--- src/rtl/pipe_barrel_shifter_pkg.sv ---
// Shared op-code definitions for the pipelined barrel shifter.
// Optional carry tracking is enabled with the SHIFTER_CARRY_EN macro.
package shifter_pkg;

    typedef logic [2:0] op_t;

    localparam op_t OP_SLL = 3'b000;
    localparam op_t OP_SRL = 3'b001;
    localparam op_t OP_SRA = 3'b010;
    localparam op_t OP_ROL = 3'b011;
    localparam op_t OP_ROR = 3'b100;

endpackage

--- src/rtl/pipe_barrel_shifter_if.sv ---
// Request/response stream bundle of the barrel shifter; the shifter is the slave.
// out_carry exists only when SHIFTER_CARRY_EN is defined.
interface pipe_barrel_shifter_if
    import shifter_pkg::*;
#(
    parameter int WIDTH = 32,
    parameter int TAG_W = 4
);
    localparam int SH_W = $clog2(WIDTH);

    logic             in_valid;
    logic             in_ready;
    logic [WIDTH-1:0] in_data;
    logic [SH_W-1:0]  in_shamt;
    op_t              in_op;
    logic [TAG_W-1:0] in_tag;
    logic             out_valid;
    logic             out_ready;
    logic [WIDTH-1:0] out_data;
    logic [TAG_W-1:0] out_tag;
`ifdef SHIFTER_CARRY_EN
    logic             out_carry;

    modport master (
        output in_valid, in_data, in_shamt, in_op, in_tag, out_ready,
        input  in_ready, out_valid, out_data, out_tag, out_carry
    );

    modport slave (
        input  in_valid, in_data, in_shamt, in_op, in_tag, out_ready,
        output in_ready, out_valid, out_data, out_tag, out_carry
    );
`else
    modport master (
        output in_valid, in_data, in_shamt, in_op, in_tag, out_ready,
        input  in_ready, out_valid, out_data, out_tag
    );

    modport slave (
        input  in_valid, in_data, in_shamt, in_op, in_tag, out_ready,
        output in_ready, out_valid, out_data, out_tag
    );
`endif

endinterface

--- src/rtl/pipe_barrel_shifter_stage.sv ---
// One pipeline level of the barrel shifter: conditionally shifts by 2^K and registers the payload.
// Carry tracking is compiled in with SHIFTER_CARRY_EN.
module shift_stage
    import shifter_pkg::*;
#(
    parameter int WIDTH = 32,
    parameter int TAG_W = 4,
    parameter int K     = 0,
    localparam int SH_W = $clog2(WIDTH)
) (
    input  logic             clk,
    input  logic             rst,
    input  logic             valid_i,
    input  logic             ready_i,
    input  logic [WIDTH-1:0] data_i,
    input  logic [SH_W-1:0]  shamt_i,
    input  op_t              op_i,
    input  logic [TAG_W-1:0] tag_i,
`ifdef SHIFTER_CARRY_EN
    input  logic             carry_i,
    output logic             carry_o,
`endif
    output logic             valid_o,
    output logic [WIDTH-1:0] data_o,
    output logic [SH_W-1:0]  shamt_o,
    output op_t              op_o,
    output logic [TAG_W-1:0] tag_o
);
    localparam int STEP = 1 << K;

    logic             advance;
    logic             valid_q;
    logic [WIDTH-1:0] data_q;
    logic [WIDTH-1:0] data_d;
    logic [SH_W-1:0]  shamt_q;
    op_t              op_q;
    logic [TAG_W-1:0] tag_q;

    assign advance = !valid_q || ready_i;

    always_comb begin
        data_d = data_i;
        if (shamt_i[K]) begin
            case (op_i)
                OP_SLL:  data_d = data_i << STEP;
                OP_SRL:  data_d = data_i >> STEP;
                OP_SRA:  data_d = $unsigned($signed(data_i) >>> STEP);
                OP_ROL:  data_d = {data_i[WIDTH-STEP-1:0], data_i[WIDTH-1:WIDTH-STEP]};
                OP_ROR:  data_d = {data_i[STEP-1:0], data_i[WIDTH-1:STEP]};
                default: data_d = data_i;
            endcase
        end
    end

`ifdef SHIFTER_CARRY_EN
    logic carry_q;
    logic carry_d;

    // Carry records the last bit that left the word at this level, or holds if no shift happens here.
    always_comb begin
        carry_d = carry_i;
        if (shamt_i[K]) begin
            case (op_i)
                OP_SLL:  carry_d = data_i[WIDTH-STEP];
                OP_SRL:  carry_d = data_i[STEP-1];
                OP_SRA:  carry_d = data_i[STEP-1];
                OP_ROL:  carry_d = data_d[0];
                OP_ROR:  carry_d = data_d[WIDTH-1];
                default: carry_d = carry_i;
            endcase
        end
    end

    always_ff @(posedge clk or posedge rst) begin
        if (rst) begin
            carry_q <= 1'b0;
        end else if (advance && valid_i) begin
            carry_q <= carry_d;
        end
    end

    assign carry_o = carry_q;
`endif

    // Payload is only captured for real requests, so bubbles leave the last result in place.
    always_ff @(posedge clk or posedge rst) begin
        if (rst) begin
            valid_q <= 1'b0;
            data_q  <= '0;
            shamt_q <= '0;
            op_q    <= OP_SLL;
            tag_q   <= '0;
        end else if (advance) begin
            valid_q <= valid_i;
            if (valid_i) begin
                data_q  <= data_d;
                shamt_q <= shamt_i;
                op_q    <= op_i;
                tag_q   <= tag_i;
            end
        end
    end

    assign valid_o = valid_q;
    assign data_o  = data_q;
    assign shamt_o = shamt_q;
    assign op_o    = op_q;
    assign tag_o   = tag_q;

endmodule

--- src/rtl/pipe_barrel_shifter.sv ---
// Fully pipelined barrel shifter, one shift level per stage, with a valid/ready stream.
// Define SHIFTER_CARRY_EN to add the out_carry result.
module pipe_barrel_shifter
    import shifter_pkg::*;
#(
    parameter int WIDTH = 32,
    parameter int TAG_W = 4
) (
    input  logic                  clk,
    input  logic                  rst,
    pipe_barrel_shifter_if.slave  bus
);
    localparam int SH_W = $clog2(WIDTH);

    logic [SH_W:0]              validVec;
    logic [SH_W-1:0]            stageReady;
    logic [SH_W:0][WIDTH-1:0]   dataVec;
    logic [SH_W:0][SH_W-1:0]    shamtVec;
    op_t  [SH_W:0]              opVec;
    logic [SH_W:0][TAG_W-1:0]   tagVec;
    logic                       unusedTail;

    assign validVec[0] = bus.in_valid;
    assign dataVec[0]  = bus.in_data;
    assign shamtVec[0] = bus.in_shamt;
    assign opVec[0]    = bus.in_op;
    assign tagVec[0]   = bus.in_tag;

`ifdef SHIFTER_CARRY_EN
    logic [SH_W:0] carryVec;
    assign carryVec[0] = 1'b0;
`endif

    // Downstream readiness is derived from the registered valid bits, avoiding a ripple through stage outputs.
    for (genvar k = 0; k < SH_W; k++) begin : g_stage
        if (k == SH_W - 1) begin : g_last
            assign stageReady[k] = bus.out_ready;
        end else begin : g_mid
            assign stageReady[k] = bus.out_ready || !(&validVec[SH_W:k+2]);
        end

        shift_stage #(
            .WIDTH (WIDTH),
            .TAG_W (TAG_W),
            .K     (k)
        ) u_stage (
            .clk     (clk),
            .rst     (rst),
            .valid_i (validVec[k]),
            .ready_i (stageReady[k]),
            .data_i  (dataVec[k]),
            .shamt_i (shamtVec[k]),
            .op_i    (opVec[k]),
            .tag_i   (tagVec[k]),
`ifdef SHIFTER_CARRY_EN
            .carry_i (carryVec[k]),
            .carry_o (carryVec[k+1]),
`endif
            .valid_o (validVec[k+1]),
            .data_o  (dataVec[k+1]),
            .shamt_o (shamtVec[k+1]),
            .op_o    (opVec[k+1]),
            .tag_o   (tagVec[k+1])
        );
    end

    assign bus.in_ready  = !validVec[1] || stageReady[0];
    assign bus.out_valid = validVec[SH_W];
    assign bus.out_data  = dataVec[SH_W];
    assign bus.out_tag   = tagVec[SH_W];
`ifdef SHIFTER_CARRY_EN
    assign bus.out_carry = carryVec[SH_W];
`endif

    assign unusedTail = ^{shamtVec[SH_W], opVec[SH_W]};

endmodule

--- src/flat_wrapper.sv ---
// flat-port wrapper written by rule: the top's interface ports become plain ports
module pipe_barrel_shifter_flat import shifter_pkg::*;
#(
    parameter int WIDTH = 32,
    parameter int TAG_W = 4
)
  (clk, rst, bus_in_valid, bus_in_data, bus_in_shamt, bus_in_op, bus_in_tag, bus_out_ready, bus_in_ready, bus_out_valid, bus_out_data, bus_out_tag);
  pipe_barrel_shifter_if #(.WIDTH(WIDTH), .TAG_W(TAG_W)) bus_i ();
  input  logic clk;
  input  logic rst;
  input wire logic [$bits(bus_i.in_valid)-1:0] bus_in_valid;
  input wire logic [$bits(bus_i.in_data)-1:0] bus_in_data;
  input wire logic [$bits(bus_i.in_shamt)-1:0] bus_in_shamt;
  input wire logic [$bits(bus_i.in_op)-1:0] bus_in_op;
  input wire logic [$bits(bus_i.in_tag)-1:0] bus_in_tag;
  input wire logic [$bits(bus_i.out_ready)-1:0] bus_out_ready;
  output wire logic [$bits(bus_i.in_ready)-1:0] bus_in_ready;
  output wire logic [$bits(bus_i.out_valid)-1:0] bus_out_valid;
  output wire logic [$bits(bus_i.out_data)-1:0] bus_out_data;
  output wire logic [$bits(bus_i.out_tag)-1:0] bus_out_tag;
  assign bus_i.in_valid = bus_in_valid;
  assign bus_i.in_data = bus_in_data;
  assign bus_i.in_shamt = bus_in_shamt;
  assign bus_i.in_op = bus_in_op;
  assign bus_i.in_tag = bus_in_tag;
  assign bus_i.out_ready = bus_out_ready;
  assign bus_in_ready = bus_i.in_ready;
  assign bus_out_valid = bus_i.out_valid;
  assign bus_out_data = bus_i.out_data;
  assign bus_out_tag = bus_i.out_tag;
  pipe_barrel_shifter #(.WIDTH(WIDTH), .TAG_W(TAG_W)) u_core (.clk(clk), .rst(rst), .bus(bus_i));
endmodule
--- config.mk ---
export PLATFORM = sky130hd
export DESIGN_NAME = pipe_barrel_shifter_flat
export DESIGN_NICKNAME = d
export VERILOG_FILES = /design/src/rtl/pipe_barrel_shifter_pkg.sv /design/src/rtl/pipe_barrel_shifter_if.sv /design/src/rtl/pipe_barrel_shifter_stage.sv /design/src/rtl/pipe_barrel_shifter.sv /design/src/flat_wrapper.sv
export SDC_FILE = /design/constraint.sdc
export NUM_CORES = 1
export LEC_CHECK = 0
export BUFFER_PORTS_ARGS = -buffer_cell sky130_fd_sc_hd__buf_4
export CAP_MARGIN = 20
export CORE_ASPECT_RATIO = 1.5
export CORE_MARGIN = 8
export CORE_UTILIZATION = 62
export DETAILED_ROUTE_END_ITERATION = 7
export PLACE_DENSITY_LB_ADDON = 0.15
export SLEW_MARGIN = 5
export SYNTH_ARGS = -nofsm -noshare
export SYNTH_HDL_FRONTEND = slang
export SYNTH_HIERARCHICAL = 1
export SYNTH_SLANG_ARGS = --single-unit
--- constraint.sdc ---
create_clock -name clk -period 2.5 [get_ports clk]
set_clock_uncertainty 0.05 [all_clocks]
set_input_delay 0.25 -clock clk [delete_from_list [all_inputs] [get_ports clk]]
set_output_delay 0.25 -clock clk [all_outputs]
set_load 0.02 [all_outputs]
# Word-level counts from Yosys, hierarchy flattened
# Cells that the tools add are included.
dict set report totals {
  register_bits 217
  latchBits 0
  mem_bits_rw 0
  rom_bits 0
  input_bits 48
  out_inout_bits 38
  word_cells 83
  n_memories 0
}
dict set report op_classes {
  n_addsub 0
  mul 0
  div_mod_pow 0
  magnitude_cmp 0
  n_eq_ne 20
  shifts 0
  mux 10
  bitwise 0
  reduce_logical 30
}
# operator n
set ops {}
lappend ops {{$pmux W32 S5} 4}
lappend ops {{$mux W32} 5}
lappend ops {{$pmux W32 S4} 1}
lappend ops {{$eq A3 B2 Y1 const B} 10}
lappend ops {{$eq A3 B1 Y1 const B} 5}
lappend ops {{$eq A3 B3 Y1 const B} 5}
lappend ops {{$logic_not A3 Y1} 5}
lappend ops {{$reduce_and A2 Y1} 6}
lappend ops {{$logic_not A1 Y1} 8}
lappend ops {{$logic_or A1 B1 Y1} 8}
lappend ops {{$reduce_and A4 Y1} 1}
lappend ops {{$reduce_and A3 Y1} 1}
lappend ops {{$reduce_or A2 Y1} 1}

# Depth between registers and ports, before layout
# Gate-level depths: netlist of the first run.
dict set report logic_depth {
  ltp_word 5
  ltp_mapped 8
  depth_no_buf 6
}

# By module
# The synthesis of the first run kept the hierarchy.
# mod instances cells_each area_per_inst_um2 seq_area_each_um2
set modules_own_cells {}
lappend modules_own_cells {{shift_stage at u_core.g_stage[2].u_stage} 1 315 2982.9 1126.1}
lappend modules_own_cells {{shift_stage at u_core.g_stage[1].u_stage} 1 293 2840.2 1126.1}
lappend modules_own_cells {{shift_stage at u_core.g_stage[3].u_stage} 1 335 2746.4 1126.1}
lappend modules_own_cells {{shift_stage at u_core.g_stage[0].u_stage} 1 319 2707.6 1126.1}
lappend modules_own_cells {{shift_stage at u_core.g_stage[4].u_stage} 1 221 2394.8 1126.1}
lappend modules_own_cells {pipe_barrel_shifter 1 7 38.8 0.0}

# Worst setup path after synthesis of the first run
# No wires, ideal clock.
dict set report synth_timing {
  path_kind {reg2reg}
  from {register u_core.g_stage[4].u_stage.valid_q}
  to {register u_core.g_stage[1].u_stage.data_q[10]}
  setup_time_ps 67
  t_arrival_ps 1736
  t_required_ps 2383
  slack_ps 647
  path_stages_with_launch 8
  n_path_buf 1
  synth_period_minus_slack_ps 1853
  path_cell_list {dfrtp_1 > and4b_1 > inv_1 > nand2b_1 > nor3b_2 > clkbuf_1 > a22oi_1 > nand2_1}
}
dict set report synth_via {
  elab_chain_cells 5
}
# item line_no
set synth_rtl {}
lappend synth_rtl {{start: declaration} pipe_barrel_shifter_stage.sv:32} ;# logic valid_q;
lappend synth_rtl {{start signal: assignment} pipe_barrel_shifter_stage.sv:94} ;# valid_q <= valid_i;
lappend synth_rtl {{$reduce_and A3 Y1} pipe_barrel_shifter.sv:39} ;# assign stageReady[k] = bus.out_ready || !(&validVec[SH_W:k+2]);
lappend synth_rtl {{$logic_not A1 Y1} pipe_barrel_shifter.sv:39}
lappend synth_rtl {{$logic_or A1 B1 Y1} pipe_barrel_shifter.sv:39}
lappend synth_rtl {{net u_core.stageReady[1]} pipe_barrel_shifter.sv:16} ;# logic [SH_W-1:0] stageReady;
lappend synth_rtl {{$logic_or A1 B1 Y1} pipe_barrel_shifter_stage.sv:39} ;# assign advance = !valid_q || ready_i;
lappend synth_rtl {{$reduce_and A2 Y1 (no source line)} -}
lappend synth_rtl {{end signal: assignment} pipe_barrel_shifter_stage.sv:96} ;# data_q <= data_d;
lappend synth_rtl {{end: declaration} pipe_barrel_shifter_stage.sv:33} ;# logic [WIDTH-1:0] data_q;
# The timed path passes the listed nets, and every way through them passes these cells.
# A chain may end at the register's enable or synchronous reset.

# Worst setup path after layout of the first run
dict set report layout_timing {
  from {input bus_out_ready}
  to {register u_core.g_stage[0].u_stage.data_q[31]}
}
dict set report layout_via {
  elab_chain_cells 3
}
# item line_no
set layout_rtl {}
lappend layout_rtl {{start: declaration} flat_wrapper.sv:16} ;# input wire logic [$bits(bus_i.out_ready)-1:0] bus_out_ready;
lappend layout_rtl {{$logic_or A1 B1 Y1} pipe_barrel_shifter.sv:39}
lappend layout_rtl {{net u_core.stageReady[0]} pipe_barrel_shifter.sv:16}
lappend layout_rtl {{$logic_or A1 B1 Y1} pipe_barrel_shifter_stage.sv:39}
lappend layout_rtl {{$reduce_and A2 Y1 (no source line)} -}
lappend layout_rtl {{end signal: assignment} pipe_barrel_shifter_stage.sv:96}
lappend layout_rtl {{end: declaration} pipe_barrel_shifter_stage.sv:33}
# The timed path passes the listed nets, and every way through them passes these cells.

==> results_dict.tcl, run 1 <==
set metrics [dict create \
    status "finished clean" \
    io_pins 86 \
    syn_inst 1436 \
    relSlewSlack 0.239 \
    dr.first_iter.drc_count 1001 \
    worstPathArrival_ns 2.69 \
    grtUsageTotal 0.282 \
    cp.buffers_inverters 4 \
    min_period_ns 2.31 \
    clockRootBuffer "clkbuf_16" \
    critPathKind "input port to flop" \
    die_y_um 194 \
    drt_first_pass_iters 5 \
    n_antenna_cell 0 \
    die_w_um 135 \
    ant_nets 0 \
    hold_viol 0 \
    cts_buffer_depth 3 \
    cap_violations 0 \
    synth_nets 1484 \
    hpwl_um 25600 \
    worst_setup_path_start_kind "input port" \
    drt_wl_total_um 37400 \
    area_delta_synth_final_pct 14.3 \
    min_path_type "input port to flop" \
    drt-vias-per-instance 6.76 \
    num-nets-final 1521 \
    antenna_found_initial 0 \
    grt_max_degree 75 \
    setup_viol 0 \
    endpoint_kind "flop" \
    crit_family "buffers and inverters" \
    clkSlewWorstSetupHoldPaths_ns 0.06 \
    final.period_utilization 0.922 \
    drt-met1-wl_um 13700 \
    p_total_uw 17600 \
    vdd_drop_max_uv 544 \
    final_cell_mix "nand2_1 (293), dfrtp_1 (207), buf_4 (122)" \
    dr_total_vias 11900 \
    grt-ovfl-total 0 \
    design_area_mm2 0.0149 \
    cp_slowest_cell "dlygate4sd3_1" \
    layout_commonest_cell "nand2_1" \
    drc 0 \
    highest-signal-layer "met4" \
    wl_per_cell_um 21.3 \
    htree_num_levels 1 \
    grt_pass1_vias 11800 \
    worstMarginPinSlew_ns 1.14 \
    core_mm2 0.0209 \
    syn_area_mm2 0.0131 \
    max_freq_ghz 0.434 \
    cp_slowest_stage_delay_ns 0.57 \
    power.leakage_uw 0.00626 \
    grt_pass1_wl_um 61500 \
    initial_core_util 0.625 \
    cp.required_ns 2.89 \
    fin_ws_ns 0.194 \
    crit_fanout 36 \
    crit_top_cell "dlygate4sd3_1" \
    drive_gt1_frac 0.184 \
    ys_warn_count 6 \
    cts_setup_buffers 0 \
    cts_buffers 22 \
    dpl_cell_area_mm2 0.0138 \
    pre_cts_ws_ns 0.411 \
    pwr_density_cell_mw_per_mm2 1180 \
    critical_path.cell_chain "dlygate4sd3_1 > buf_4 > and4b_1 > nand2_1 > nand2b_1 > nand2_2 > buf_12 > a221oi_2 > dlygate4sd3_1 > nor2_1" \
    rows 65 \
    cts.sinks 207 \
    place.gp.congestion 0.977 \
    final_max_slew_viol_count 0 \
    synth_area_per_cell_um2 9.10 \
    die_area_mm2 0.0261 \
    wl_met2_um 19400 \
    tns_ns 0 \
    met3_length_um 2100 \
    tritoncts "built" \
    hold_ws_ns 0.0142 \
    clkLatencyLatePin_ns 0.51 \
    rsz0062_at_grt "false" \
    portBuffers 85 \
]
## registers in the layout (all words and copies together) (netlist names)
register,flops
u_core/g_stage.u_stage/op_o,12
u_core/g_stage.u_stage/tag_o,20
u_core/g_stage.u_stage/data_o,160
u_core/g_stage.u_stage/shamt_o,10
u_core/g_stage.u_stage/valid_o,5
## where the power goes
group	internal (µW)	leakage (µW)	switching, µW
Sequential	4580	0.00244	1990
Combinational	3370	0.00342	3880
Clock	2410	0.000405	1360
## worst register-to-register path, stage by stage, from the launching register on
cell and delay [ns]:
dfrtp_1 0.42, and4b_1 0.27, nand2_1 0.08, nand2b_1 0.16, nand2_2 0.17, buf_12 0.22, a221oi_2 0.19, dlygate4sd3_1 0.58
nor2_1 0.04
## layout make-up
cell class / instances / area [µm²]
tap: 268 / 335
clock inverter: 11 / 234
fill: 1639 / 5980
sequential: 207 / 5180
clock buffer: 28 / 594
timing repair buffer: 162 / 1410
multi-input combinational: 1067 / 7120
inverter: 13 / 48.8
## repair_timing
action	CTS	global route
endpoints found under the setup margin	0	1
gates resized for setup	0	1
hold buffers	29	0
endpoints found under the hold margin	234	0
## final timing paths
kind | from | end | slack [ns] | cells after the start
worst max-delay path | bus_out_ready | u_core/g_stage[0].u_stage/data_o[31] | 0.19 | 10
min in group asynchronous | rst | u_core/g_stage[4].u_stage/valid_o | 0.39 | 4
worst max register to register | u_core/g_stage[3].u_stage/valid_o | u_core/g_stage[0].u_stage/data_o[31] | 0.22 | 8
worst min register to register | u_core/g_stage[0].u_stage/shamt_o[3] | u_core/g_stage[1].u_stage/shamt_o[3] | 0.41 | 2
worst min-delay path | bus_in_op[1] | u_core/g_stage[0].u_stage/op_o[1] | 0.01 | 3
max in group asynchronous | rst | u_core/g_stage[0].u_stage/data_o[7] | 1.55 | 4
## per-layer routing
metal	vias up	global-route usage
li1	5470	-
met1	5754	0.309
met2	525	0.498
met3	128	0.0394
met4	0	0.177
met5	-	0
## metrics by stage
stage | utilization | std cells
floorplan | - | 1436
global placement | 0.659 | 1686
detailed placement | 0.660 | 1688
CTS | 0.714 | 1756
global route | 0.714 | 1756
finish | 0.714 | 1756
(Power assumes the default switching activity.)
==> run 2: changes to the inputs <==
Settings changed: BUFFER_PORTS_ARGS -buffer_cell sky130_fd_sc_hd__buf_4 to -buffer_cell sky130_fd_sc_hd__buf_2, CORE_UTILIZATION 62 to 40, GPL_TIMING_DRIVEN from default to 0.
==> run 2 against run 1 <==
Effect of this change: fmax fell by 2.4%; sequential cell count stayed put; first-iteration DRC count fell by 15%; clock power is 17% lower; setup slack lost 0.056 ns; register-to-register slack got worse by 0.08 ns; sequential power shrank 1%; largest cell class unchanged; largest power group unchanged.
==> results_dict.tcl, run 2 (synthesized netlist as in run 1, its figures left out) <==
set metrics [dict create \
    status "finished clean" \
    min_path_type "input port to flop" \
    drc 0 \
    worstPathArrival_ns 2.77 \
    portBuffers 84 \
    num-nets-final 1615 \
    hold_viol 0 \
    tritoncts "built" \
    cts_buffer_depth 3 \
    drive_gt1_frac 0.180 \
    register_area_mm2 0.00518 \
    n_antenna_cell 0 \
    relSlewSlack 0.347 \
    largest_register_ffs 160 \
    grt-ovfl-total 0 \
    regToRegSetupSlack_ns 0.14 \
    drt-vias-per-instance 5.95 \
    dr_total_vias 11900 \
    drt_wl_total_um 43900 \
    wl_per_cell_um 22.0 \
    endpoint_kind "flop" \
    worstMarginPinSlew_ns 0.970 \
    cts_buffers 22 \
    grtUsageTotal 0.224 \
    clkLatencyLatePin_ns 0.53 \
    dr.first_iter.drc_count 848 \
    hpwl_um 34700 \
    crit_fanout 10 \
    dpl_cell_area_mm2 0.0141 \
    rows 81 \
    rr_endpoint "u_core/g_stage[1].u_stage/data_o[21]" \
    min_period_ns 2.36 \
    cts.sinks 207 \
    core_mm2 0.0324 \
    combPwrFrac 0.439 \
    grt_pass1_wl_um 69500 \
    wl_met2_um 23900 \
    final.period_utilization 0.945 \
    power_frac_clock 0.183 \
    r2r-start "u_core/g_stage[2].u_stage/valid_o" \
    die_y_um 237 \
    met3_length_um 1770 \
    final_max_slew_viol_count 0 \
    die_w_um 164 \
    tns_ns 0 \
    ant_nets 0 \
    max_freq_ghz 0.423 \
    setup_viol 0 \
    design_area_mm2 0.0150 \
    die_area_mm2 0.0388 \
    p_sw_uw 7490 \
    vdd_drop_max_uv 346 \
    nFillCells 3220 \
    area_delta_synth_final_pct 14.5 \
    critPathKind "flop to flop" \
    p_sw_frac 0.437 \
    htree_num_levels 1 \
    cts_setup_buffers 0 \
    multiInputGateArea_mm2 0.00710 \
    rsz0062_at_grt "false" \
    clkSlewWorstSetupHoldPaths_ns 0.06 \
    min-delay-start "bus_in_data[17]" \
    place.gp.congestion 0.940 \
    final_cell_mix "nand2_1 (295), dfrtp_1 (207), buf_2 (118)" \
    p_int_uw 9630 \
    pwr_density_cell_mw_per_mm2 1140 \
    initial_core_util 0.403 \
    antenna_found_initial 0 \
    io_pins 86 \
    whs_endpoint "u_core/g_stage[0].u_stage/data_o[17]" \
    reg2reg_depth 7 \
    grt_pass1_vias 12400 \
    drt-met1-wl_um 15100 \
    cp.required_ns 2.91 \
    hold_depth 3 \
    seq_power_share 0.379 \
    highest-signal-layer "met4" \
    drt_first_pass_iters 5 \
    layout_commonest_cell "nand2_1" \
    worst_setup_path_start_kind "flop" \
    clockRootBuffer "clkbuf_16" \
    grt_max_degree 41 \
    power.leakage_uw 0.00621 \
    cap_violations 0 \
]
[run 2: metal layers]
metal | vias to the layer above | global-route usage
li1 | 5682 | -
met3 | 131 | 0.0242
met5 | - | 0
met2 | 402 | 0.428
met4 | 0 | 0.153
met1 | 5642 | 0.219
[run 2: area by class of cell]
type	count	area share
inverter	13	0.00326
clock buffer	31	0.0431
timing repair buffer	107	0.0462
buffer	149	0.0498
tap	415	0.0347
sequential	207	0.346
clock inverter	5	0.00259
multi-input combinational	1067	0.474
[run 2: through the flow]
stage / worst slack (ns) / total power (µW) / instances / hold slack (ns) / util
2_1_floorplan: 0.647 / 11400 / 1436 / 0.305 / -
3_3_place_gp: 0.0866 / 13800 / 1935 / 0.390 / 0.432
6_report: 0.138 / 17100 / 1994 / 0.0189 / 0.461
4_1_cts: 0.0402 / 17200 / 1994 / 0.000165 / 0.461
5_1_grt: 0.0363 / 18200 / 1994 / 0.0238 / 0.461
3_5_place_dp: 0.0799 / 14000 / 1939 / 0.139 / 0.434
[run 2: power groups by stage]
stage | Combinational (µW) | Clock, µW | Sequential, µW
2_1_floorplan | 5350 | 0 | 6010
3_3_place_gp | 7320 | 0 | 6490
3_5_place_dp | 7420 | 0 | 6540
4_1_cts | 7480 | 3220 | 6480
5_1_grt | 8190 | 3350 | 6650
6_report | 7510 | 3120 | 6480
[run 2: worst max path at each step]
stage	start	to	cells past startpoint	slack (ns)
5_1_grt	u_core/g_stage[2].u_stage/valid_o	u_core/g_stage[0].u_stage/data_o[24]	8	0.04
2_1_floorplan	u_core/g_stage[4].u_stage/valid_o	u_core/g_stage[1].u_stage/data_o[10]	7	0.65
3_3_place_gp	u_core/g_stage[2].u_stage/valid_o	u_core/g_stage[1].u_stage/data_o[17]	7	0.09
3_5_place_dp	u_core/g_stage[2].u_stage/valid_o	u_core/g_stage[1].u_stage/data_o[18]	7	0.08
4_1_cts	u_core/g_stage[2].u_stage/valid_o	u_core/g_stage[1].u_stage/data_o[18]	7	0.04
6_report	u_core/g_stage[2].u_stage/valid_o	u_core/g_stage[1].u_stage/data_o[21]	7	0.14
[run 2: what timing repair did]
item                                   CTS  global route
hold buffers                            19             0
setup endpoints to repair                0            22
endpoints found under the hold margin  225             0
gates resized for setup                  0             3
[run 2: critical path, stage by stage, from the launching register on]
cell and delay [ns]:
dfrtp_1 0.41, and4b_1 0.28, inv_1 0.07, nand2b_1 0.25
nor3b_4 0.55, clkbuf_1 0.42, a22oi_1 0.16, nand2_1 0.10
==> run 3: changes to the inputs <==
==> constraint.sdc (replaced) <==
create_clock -name clk -period 2.5 [get_ports clk]
set_clock_uncertainty 0.05 [all_clocks]
set_input_delay 0.5 -clock clk [delete_from_list [all_inputs] [get_ports clk]]
set_output_delay 0.5 -clock clk [all_outputs]
set_load 0.02 [all_outputs]
==> run 3 against run 2 <==
Effect of this change: combinational power about the same; global-route usage decreased by 0.078 points; final cell count decreased by 0.90%; via count decreased by 0.67%; sequential power about the same; clock-buffer cell count unchanged; routed wire length decreased by 0.21%; die area unchanged; clock power about the same; first-iteration DRC count increased by 2.2%.
==> results_dict.tcl, run 3 (synthesized netlist as in run 1, its figures left out) <==
set metrics [dict create \
    status "finished clean" \
    fin_ws_ns 0.165 \
    die_area_mm2 0.0388 \
    cp.buffers_inverters 2 \
    startpoint "u_core/g_stage[2].u_stage/valid_o" \
    initial_core_util 0.403 \
    grtUsageTotal 0.223 \
    core_mm2 0.0324 \
    r2r-start "u_core/g_stage[2].u_stage/valid_o" \
    cts_buffer_depth 3 \
    p_total_uw 17100 \
    wl_per_cell_um 22.2 \
    largest_register_ffs 160 \
    register_area_mm2 0.00518 \
    area_delta_synth_final_pct 13.2 \
    endpoint_kind "flop" \
    n_antenna_cell 0 \
    worstPathArrival_ns 2.75 \
    worstMarginPinSlew_ns 0.997 \
    ant_nets 0 \
    final.period_utilization 0.934 \
    clkSlewWorstSetupHoldPaths_ns 0.06 \
    pre_cts_ws_ns -0.0929 \
    cap_violations 0 \
    die_y_um 237 \
    vdd_drop_max_uv 344 \
    clkLatencyLatePin_ns 0.53 \
    pwr_density_cell_mw_per_mm2 1160 \
    portBuffers 84 \
    dr.first_iter.drc_count 867 \
    grt_pass1_wl_um 69300 \
    min-delay-start "bus_in_tag[0]" \
    drt_wl_total_um 43800 \
    io_pins 86 \
    grt_pass1_vias 12300 \
    drt-vias-per-instance 5.96 \
    htree_num_levels 1 \
    cp_slowest_stage_delay_ns 0.54 \
    dpl_cell_area_mm2 0.0141 \
    grt-ovfl-total 0 \
    place.gp.congestion 0.940 \
    regToRegSetupSlack_ns 0.17 \
    rows 81 \
    antenna_found_initial 0 \
    grt_max_degree 41 \
    dr_total_vias 11800 \
    min_path_type "input port to flop" \
    final_max_slew_viol_count 0 \
    hpwl_um 34700 \
    cp_slowest_cell "nor3b_4" \
    critPathKind "flop to flop" \
    power.leakage_uw 0.00614 \
    design_area_mm2 0.0148 \
    die_w_um 164 \
    tns_ns 0 \
    drc 0 \
    hold_ws_ns 0.110 \
    crit_family "simple AND/OR/NAND/NOR gates" \
    layout_commonest_cell "nand2_1" \
    relSlewSlack 0.328 \
    worst_setup_path_start_kind "flop" \
    num-nets-final 1597 \
    multiInputGateArea_mm2 0.00710 \
    hold_viol 0 \
    nFillCells 3232 \
    critical_path.cell_chain "and4b_1 > inv_1 > nand2b_1 > nor3b_4 > clkbuf_1 > a22oi_1 > nand2_1" \
    clockRootBuffer "clkbuf_16" \
    tritoncts "built" \
    crit_fanout 10 \
    drive_gt1_frac 0.182 \
    cp.required_ns 2.91 \
    min_period_ns 2.33 \
    final_cell_mix "nand2_1 (295), dfrtp_1 (207), buf_2 (118)" \
    drt_first_pass_iters 5 \
    cts.sinks 207 \
    setup_viol 0 \
    max_freq_ghz 0.428 \
    rsz0062_at_grt "false" \
    cts_buffers 22 \
]
==> run 3: cell types whose count changed in the layout (fill, tap and decap cells not counted), sizes merged <==
cell         previous run  this run
dlygate4sd3            19         1
==> run 3: routing by layer <==
layer | vias up | track usage | share of wire
met5 | - | 0 | 0
met4 | 0 | 0.153 | 0.071
met3 | 134 | 0.0244 | 0.040
met2 | 407 | 0.427 | 0.54
met1 | 5586 | 0.218 | 0.34
li1 | 5650 | - | -
==> run 3: area by class of cell <==
class | instances | share of cell area
Clock buffer | 31 | 0.0436
Inverter | 13 | 0.00330
Timing Repair Buffer | 89 | 0.0345
Sequential cell | 207 | 0.350
Buffer | 149 | 0.0504
Multi-Input combinational cell | 1067 | 0.480
Tap cell | 415 | 0.0351
Clock inverter | 5 | 0.00262
==> run 3: path summary, 6_finish.rpt <==
check | cells past startpoint | to
setup / recovery | 7 | u_core/g_stage[1].u_stage/data_o[21]
max in group asynchronous | 3 | u_core/g_stage[4].u_stage/data_o[2]
hold / removal | 3 | u_core/g_stage[0].u_stage/tag_o[0]
setup reg to reg | 7 | u_core/g_stage[1].u_stage/data_o[21]
hold reg to reg | 2 | u_core/g_stage[2].u_stage/shamt_o[4]
min in group asynchronous | 3 | u_core/g_stage[2].u_stage/tag_o[1]
==> run 3: metrics by stage <==
step | instances | util
after floorplan | 1436 | -
after global placement | 1935 | 0.432
after detailed placement | 1939 | 0.434
after CTS | 1976 | 0.456
after global routing | 1976 | 0.456
final | 1976 | 0.456
==> run 3: timing repair <==
action / in CTS / in global routing
gates resized for setup: 0 / 3
hold buffers: 1 / 0
hold endpoints to repair: 14 / 0
buffers inserted: 0 / 0
setup endpoints to repair: 0 / 22
==> run 3: worst reg2reg max path, stage by stage (launching register included) <==
cell,delay (ns)
dfrtp_1,0.41
and4b_1,0.28
inv_1,0.07
nand2b_1,0.25
nor3b_4,0.55
clkbuf_1,0.42
a22oi_1,0.15
nand2_1,0.10
==> run 3: power breakdown <==
part | total, µW | switching [µW] | internal (µW) | leakage, µW
sequential | 6490 | 1900 | 4580 | 0.00244
combinational | 7490 | 4250 | 3240 | 0.00336
clock | 3130 | 1340 | 1790 | 0.000337
